===== config.mk =====
export PLATFORM = sky130hd
export DESIGN_NAME = fcmp_unit
export DESIGN_NICKNAME = d
export VERILOG_FILES = /design/src/rtl/fcmp_unit.sv
export SDC_FILE = /design/constraint.sdc
export NUM_CORES = 1
export LEC_CHECK = 0
export ABC_AREA = 1
export CAP_MARGIN = 20
export CELL_PAD_IN_SITES_DETAIL_PLACEMENT = 0
export CELL_PAD_IN_SITES_GLOBAL_PLACEMENT = 1
export CORE_ASPECT_RATIO = 1.1
export CORE_MARGIN = 3
export CORE_UTILIZATION = 35
export CTS_CLUSTER_DIAMETER = 60
export CTS_CLUSTER_SIZE = 8
export DETAILED_ROUTE_END_ITERATION = 16
export GPL_TIMING_DRIVEN = 0
export PLACE_DENSITY = 0.77
export RECOVER_POWER = 50
export SETUP_SLACK_MARGIN = 0.2
export SLEW_MARGIN = 20
export SYNTH_ARGS = -nofsm -noshare
export SYNTH_HDL_FRONTEND = slang
export SYNTH_SLANG_ARGS = --single-unit

===== constraint.sdc =====
create_clock -name clk -period 2.9 [get_ports clk]
set_input_delay 0.87 -clock clk [delete_from_list [all_inputs] [get_ports clk]]
set_output_delay 0.87 -clock clk [all_outputs]
set_load 0.005 [all_outputs]

===== src/rtl/fcmp_unit.sv =====
// rtl/fcmp_unit.sv - two-stage binary32 compare/select unit (FLT/FLE/FEQ/FMIN/FMAX)
// Optional NaN handling and out_nv port enabled by defining FCMP_NAN_EN.
module fcmp_unit #(
    parameter int TAG_W = 5
) (
    input  logic             clk,
    input  logic             rst,
    input  logic             in_valid,
    output logic             in_ready,
    input  logic [2:0]       in_op,
    input  logic [31:0]      in_x1,
    input  logic [31:0]      in_x2,
    input  logic [TAG_W-1:0] in_tag,
    output logic             out_valid,
    input  logic             out_ready,
    output logic [31:0]      out_data,
    output logic [TAG_W-1:0] out_tag,
    output logic             out_illegal
`ifdef FCMP_NAN_EN
    ,
    output logic             out_nv
`endif
);

    localparam logic [2:0] OP_FLT  = 3'b000;
    localparam logic [2:0] OP_FLE  = 3'b001;
    localparam logic [2:0] OP_FEQ  = 3'b010;
    localparam logic [2:0] OP_FMIN = 3'b011;
    localparam logic [2:0] OP_FMAX = 3'b100;

    logic             s1_valid;
    logic [2:0]       s1_op;
    logic [31:0]      s1_x1;
    logic [31:0]      s1_x2;
    logic [TAG_W-1:0] s1_tag;
    logic             s1_sgn1;
    logic             s1_sgn2;
    logic             s1_mag_lt;
    logic             s1_mag_eq;
    logic             s1_both_zero;

    logic s2_load;
    logic in_fire;

    assign s2_load  = !out_valid || out_ready;
    assign in_ready = !s1_valid || s2_load;
    assign in_fire  = in_valid && in_ready;

`ifdef FCMP_NAN_EN
    logic s1_nan1;
    logic s1_nan2;
    logic s1_snan;
    logic in_nan1;
    logic in_nan2;

    assign in_nan1 = (&in_x1[30:23]) && (|in_x1[22:0]);
    assign in_nan2 = (&in_x2[30:23]) && (|in_x2[22:0]);
`endif

    always_ff @(posedge clk) begin
        if (rst) begin
            s1_valid <= 1'b0;
        end else if (in_ready) begin
            s1_valid <= in_valid;
        end
    end

    // Payload registers are intentionally left unreset; s1_valid qualifies them.
    always_ff @(posedge clk) begin
        if (in_fire) begin
            s1_op        <= in_op;
            s1_x1        <= in_x1;
            s1_x2        <= in_x2;
            s1_tag       <= in_tag;
            s1_sgn1      <= in_x1[31];
            s1_sgn2      <= in_x2[31];
            s1_mag_lt    <= in_x1[30:0] < in_x2[30:0];
            s1_mag_eq    <= in_x1[30:0] == in_x2[30:0];
            s1_both_zero <= (in_x1[30:0] == 31'd0) && (in_x2[30:0] == 31'd0);
`ifdef FCMP_NAN_EN
            s1_nan1      <= in_nan1;
            s1_nan2      <= in_nan2;
            s1_snan      <= (in_nan1 && !in_x1[22]) || (in_nan2 && !in_x2[22]);
`endif
        end
    end

    logic        lt;
    logic        eq;
    logic        unord;
    logic [31:0] res;
    logic        res_ill;

    // Both-negative ordering inverts the magnitude compare; +0/-0 fold to equal.
    assign eq = s1_both_zero || ((s1_sgn1 == s1_sgn2) && s1_mag_eq);
    assign lt = (s1_sgn1 != s1_sgn2) ? (s1_sgn1 && !s1_both_zero)
              : (s1_sgn1 ? !(s1_mag_lt || s1_mag_eq) : s1_mag_lt);

`ifdef FCMP_NAN_EN
    assign unord = s1_nan1 || s1_nan2;
`else
    assign unord = 1'b0;
`endif

    always_comb begin
        res     = 32'h0;
        res_ill = 1'b0;
        case (s1_op)
            OP_FLT:  res = {31'b0, lt && !unord};
            OP_FLE:  res = {31'b0, (lt || eq) && !unord};
            OP_FEQ:  res = {31'b0, eq && !unord};
            OP_FMIN: res = (lt || eq) ? s1_x1 : s1_x2;
            OP_FMAX: res = lt ? s1_x2 : s1_x1;
            default: res_ill = 1'b1;
        endcase
`ifdef FCMP_NAN_EN
        if (s1_op == OP_FMIN || s1_op == OP_FMAX) begin
            if (s1_nan1 && s1_nan2) begin
                res = 32'h7FC0_0000;
            end else if (s1_nan1) begin
                res = s1_x2;
            end else if (s1_nan2) begin
                res = s1_x1;
            end
        end
`endif
    end

    always_ff @(posedge clk) begin
        if (rst) begin
            out_valid   <= 1'b0;
            out_data    <= 32'h0;
            out_tag     <= '0;
            out_illegal <= 1'b0;
`ifdef FCMP_NAN_EN
            out_nv      <= 1'b0;
`endif
        end else if (s2_load) begin
            out_valid <= s1_valid;
            if (s1_valid) begin
                out_data    <= res;
                out_tag     <= s1_tag;
                out_illegal <= res_ill;
`ifdef FCMP_NAN_EN
                out_nv      <= s1_snan;
`endif
            end
        end
    end

endmodule


# == After elaboration in Yosys (flattened, before gate mapping) ==
# Cells that the tools add are included.
# totals
word_cells,46
ff_bits,117
out_inout_bits,40
input_bits,76
# classes
n_reduce_logical,18
order_cmp,1
muxes,6
eq_ne,7
# ops
operator,count
case mux 32 bit (5 select lines),1
two-way mux 32 bit,2
zero test 31 bit,2
equality test 31 bit,1
< comparator 31 bit,1
"equality test 3 x 2 -> 1 bit, second input constant",2
logical OR 1 bit,5
OR reduction 5 bit,1
logical AND 1 bit,4
zero test 1 bit,4
"equality test 3 x 1 -> 1 bit, second input constant",1
"equality test 3 bit, second input constant",1
zero test 3 bit,1
two-way mux 1 bit,3
AND reduction 2 bit,1
equality test 1 bit,1
inequality test 1 bit,1

# == Logic depth before layout (Yosys ltp) ==
# depth
word_depth,7
depth_mapped,13
depth_no_buf,12

# == Worst setup path after synthesis ==
# No wires, ideal clock.
# synth_path
path_kind,input port to flip-flop
start,input port out_ready
end,register s1_both_zero (enable)
path_buffers,0
arrival_ns,2.557
setup_slack_ns,-0.086
setup_ns,0.429
required_time_ns,2.471
stages,4
path_cell_list,inv_1 -> nand3_1 -> nand2_1 -> inv_1
# synth_via
elab_chain_len,3
# synth_lines
item,line_no,source
start: declaration,15,"input logic out_ready,"
logical OR 1 bit,45,assign s2_load = !out_valid || out_ready;
logical OR 1 bit,46,assign in_ready = !s1_valid || s2_load;
named net in_ready,9,"output logic in_ready,"
logical AND 1 bit,47,assign in_fire = in_valid && in_ready;
named net in_fire,43,logic in_fire;
end signal: assignment,79,s1_both_zero <= (in_x1[30:0] == 31'd0) && (in_x2[30:0] == 31'd0);
end: declaration,40,logic s1_both_zero;
# The timed path passes the listed nets, and every way through them passes these cells.
# A chain may end at the register's enable or synchronous reset.

# == Worst setup path in the final report ==
# layout_path
start,input port out_ready
end,output port in_ready
# layout_via
elab_chain_len,2
# layout_lines
item,line_no
logical OR 1 bit,45
logical OR 1 bit,46
end: declaration,9
# Every way passes these cells.

==> results.sh <==
export IMPL_status="finished, final reports clean"
export IMPL_cts_tree="yes"
export IMPL_tightest_slew_ns=0.913
export IMPL_fin_cells=880
export IMPL_period_needed_ns=2.61
export IMPL_crit_chain="clkdlybuf4s50_1 > inv_1 > nand3_1 > dlygate4sd2_1"
export IMPL_critPathSlowestCell="clkdlybuf4s50_1"
export IMPL_cts_buffer_depth=2
export IMPL_ir_drop_mv=0.413
export IMPL_synthFlopType="edfxtp_1"
export IMPL_crit_path_end="in_ready"
export IMPL_place_worst_setup_slack_ns=0.0319
export IMPL_area_delta_synth_final_pct=36.7
export IMPL_r2r_end="out_data[6]$_SDFFE_PP0P_"
export IMPL_ios=116
export IMPL_layout_common_cells="nand2_1, edfxtp_1, dlygate4sd3_1"
export IMPL_yosys_warnings=0
export IMPL_crit_fanout=3
export IMPL_netlist_area_sq_um=5320
export IMPL_wl_met2_um=6400
export IMPL_pwr_density_cell_nw_per_um2=590
export IMPL_grt_antenna_before_repair=2
export IMPL_avgSynthCellArea_sq_um=9.86
export IMPL_place_gp_congestion=0.827
export IMPL_setup_ws_ns=0.285
export IMPL_report_final_slew_viol_count=0
export IMPL_numCtsBuffers=17
export IMPL_die_y_um=135
export IMPL_drt_wirelength_per_cell_um=15.1
export IMPL_power_mw=4.29
export IMPL_grt_overflow=0
export IMPL_dp_cells=848
export IMPL_crit_type="in -> out"
export IMPL_dieArea_sq_um=16700
export IMPL_port_buffers=114
export IMPL_routed_wl_um=13300
export IMPL_grt_pass1_wl_um=21300
export IMPL_reg2reg_from="s1_x2[31]$_DFFE_PP_"
export IMPL_reg2reg_setup_slack_ns=0.95
export IMPL_hold_viol_final=0
export IMPL_dpl_cell_area_sq_um=6750
export IMPL_ant_nets=0
export IMPL_yosysSeqAreaShare_pct=57.3
export IMPL_slowest_delay_ns=0.41
export IMPL_finalSetupViolCount=0
export IMPL_highest_layer="met5"
export IMPL_track_usage_pct=16.8
export IMPL_core_area_sq_um=14700
export IMPL_crit_required_ns=2.03
export IMPL_finalInstanceArea_sq_um=7280
export IMPL_synthArstFlopShare_pct=0
export IMPL_grt_pass1_vias=4184
export IMPL_synth_seq_cells=115
export IMPL_clockRootBuffer="clkbuf_16"
export IMPL_fin_crit_sh_pct=90.2
export IMPL_grt_setup_unrepaired="false"
export IMPL_drive_above_1_share_pct=12.7
export IMPL_synth_cell_types=27
export IMPL_mostFrequentLayoutCell="nand2_1"
export IMPL_cts_sinks=115
export IMPL_final_nets=782
export IMPL_rows=46
export IMPL_htreeDepth=4
export IMPL_cp_start_kind="input pin"
export IMPL_p_leak_nw=2.89
export IMPL_worstSkewPairLatency_ns=0.41
export IMPL_postSynthCellCount=540
export IMPL_worstSetupStartpoint="out_ready"
export IMPL_wl_met1_um=6010
export IMPL_max_cap_violations=0
export IMPL_end_kind="primary output"
export IMPL_n_fill_cell=1389
export IMPL_die_width_um=124
export IMPL_grt_start_max_net_pins=37
export IMPL_maxSlewHeadroom_pct=39.1
export IMPL_drt_pass1_iter_count=4
export IMPL_fmax_ghz=0.382
export IMPL_cts_setup_buffers=0
export IMPL_syn_num_nets=647
export IMPL_hold_class="reg -> reg"
export IMPL_drt_iter0_markers=274
export IMPL_route_met3_wl_um=686
export IMPL_skew_ns=0.00565
export IMPL_vias_per_cell=4.68
export IMPL_hpwl_um=10100
export IMPL_cts_reportedPaths_clkPinSlew_ns=0.05
export IMPL_cp_arrival_ns=1.74
export IMPL_drc=0
export IMPL_initial_utilization_pct=36.3
export IMPL_synth_edf_count=75
export IMPL_r2r_worst_path_cells=9
export IMPL_vias=4121
-- what timing repair did --
| item | CTS | global route |
|---|---|---|
| hold buffers | 0 | 0 |
| resized for setup | 1 | 0 |
| endpoints found under the setup margin | 1 | 0 |
-- logic make-up (layout without fill, tap and decap cells) --
group	Yosys count	count (layout)	share of synthesized area, %
other	0	1	0
XOR/XNOR	1	1	0.165
adder cells (fa/ha/maj)	31	31	7.29
buffers and inverters	65	212	5.59
AND/OR/NAND/NOR	255	255	21.1
flip-flops	115	115	57.3
AO/OA/AOI/OAI	73	73	8.51
-- area by class of cell --
| cell class | count | area [sq um] | area share [%] |
|---|---|---|---|
| multi-input cells | 360 | 1970 | 27.1 |
| clock inverters | 4 | 45.0 | 0.619 |
| repair buffers | 116 | 1150 | 15.8 |
| plain buffers | 18 | 111 | 1.53 |
| well taps | 192 | 240 | 3.30 |
| inverters | 47 | 178 | 2.44 |
| flip-flops and latches | 115 | 3050 | 42.0 |
| diodes | 1 | 2.50 | 0.0344 |
| clock buffers | 27 | 523 | 7.19 |
-- cell usage after synthesis (all sizes together) (3+ instances only) --
library cell  instances  area share (%)
ha                   31             7.3
a21oi                59             7.0
nor2                  9            0.78
o21ai                12             1.3
edfxtp               75              42
nand2               201              15
inv                  47             3.3
clkbuf                7            0.68
nor3                  3            0.28
dfxtp                40              15
nand4                10             1.2
buf                  11             1.6
nand3                13             1.2
nor4                 17             2.0
-- report_power, final --
group          total [mW]  internal (mW)  switching (mW)
logic               0.443          0.192           0.251
clock network        1.98           1.30           0.677
registers            1.87           1.84          0.0297
-- per-layer routing --
metal	up-vias	global-route usage, %
met1	1886	21.9
li1	2104	-
met2	110	26.7
met4	2	5.48
met3	19	5.10
met5	-	0
-- through the flow --
stage          hold WS [ns]  setup TNS [ns]  util (%)
2_1_floorplan         0.461               0         -
6_report              0.464               0      49.6
4_1_cts               0.465               0      49.8
3_5_place_dp          0.457               0      46.0
5_1_grt               0.474               0      49.6
3_3_place_gp          0.451          -49.22      45.7
-- flip-flops by register name (all words and copies together), names as in the netlist --
register and cells:
out_data 32, out_illegal 1, out_tag 5, out_valid 1, s1_both_zero 1, s1_mag_eq 1
s1_mag_lt 1, s1_op 3, s1_tag 5, s1_valid 1, s1_x1 32, s1_x2 32
-- worst max-delay path: cells and delay by family --
| kind | cells | cell delay [ns] |
|---|---|---|
| buffers and inverters | 3 | 0.77 |
| AND/OR/NAND/NOR | 1 | 0.11 |
-- worst min path at each step --
stage | from | cells after the start | end | slack [ns]
6_report | out_data[21]$_SDFFE_PP0P_ | 2 | out_data[21]$_SDFFE_PP0P_ | 0.46
5_1_grt | out_data[23]$_SDFFE_PP0P_ | 2 | out_data[23]$_SDFFE_PP0P_ | 0.47
4_1_cts | out_data[21]$_SDFFE_PP0P_ | 2 | out_data[21]$_SDFFE_PP0P_ | 0.46
3_5_place_dp | out_data[21]$_SDFFE_PP0P_ | 2 | out_data[21]$_SDFFE_PP0P_ | 0.46
3_3_place_gp | out_tag[3]$_SDFFE_PP0P_ | 2 | out_tag[3]$_SDFFE_PP0P_ | 0.45
2_1_floorplan | out_data[31]$_SDFFE_PP0P_ | 2 | out_data[31]$_SDFFE_PP0P_ | 0.46
(Power assumes the default switching activity.)
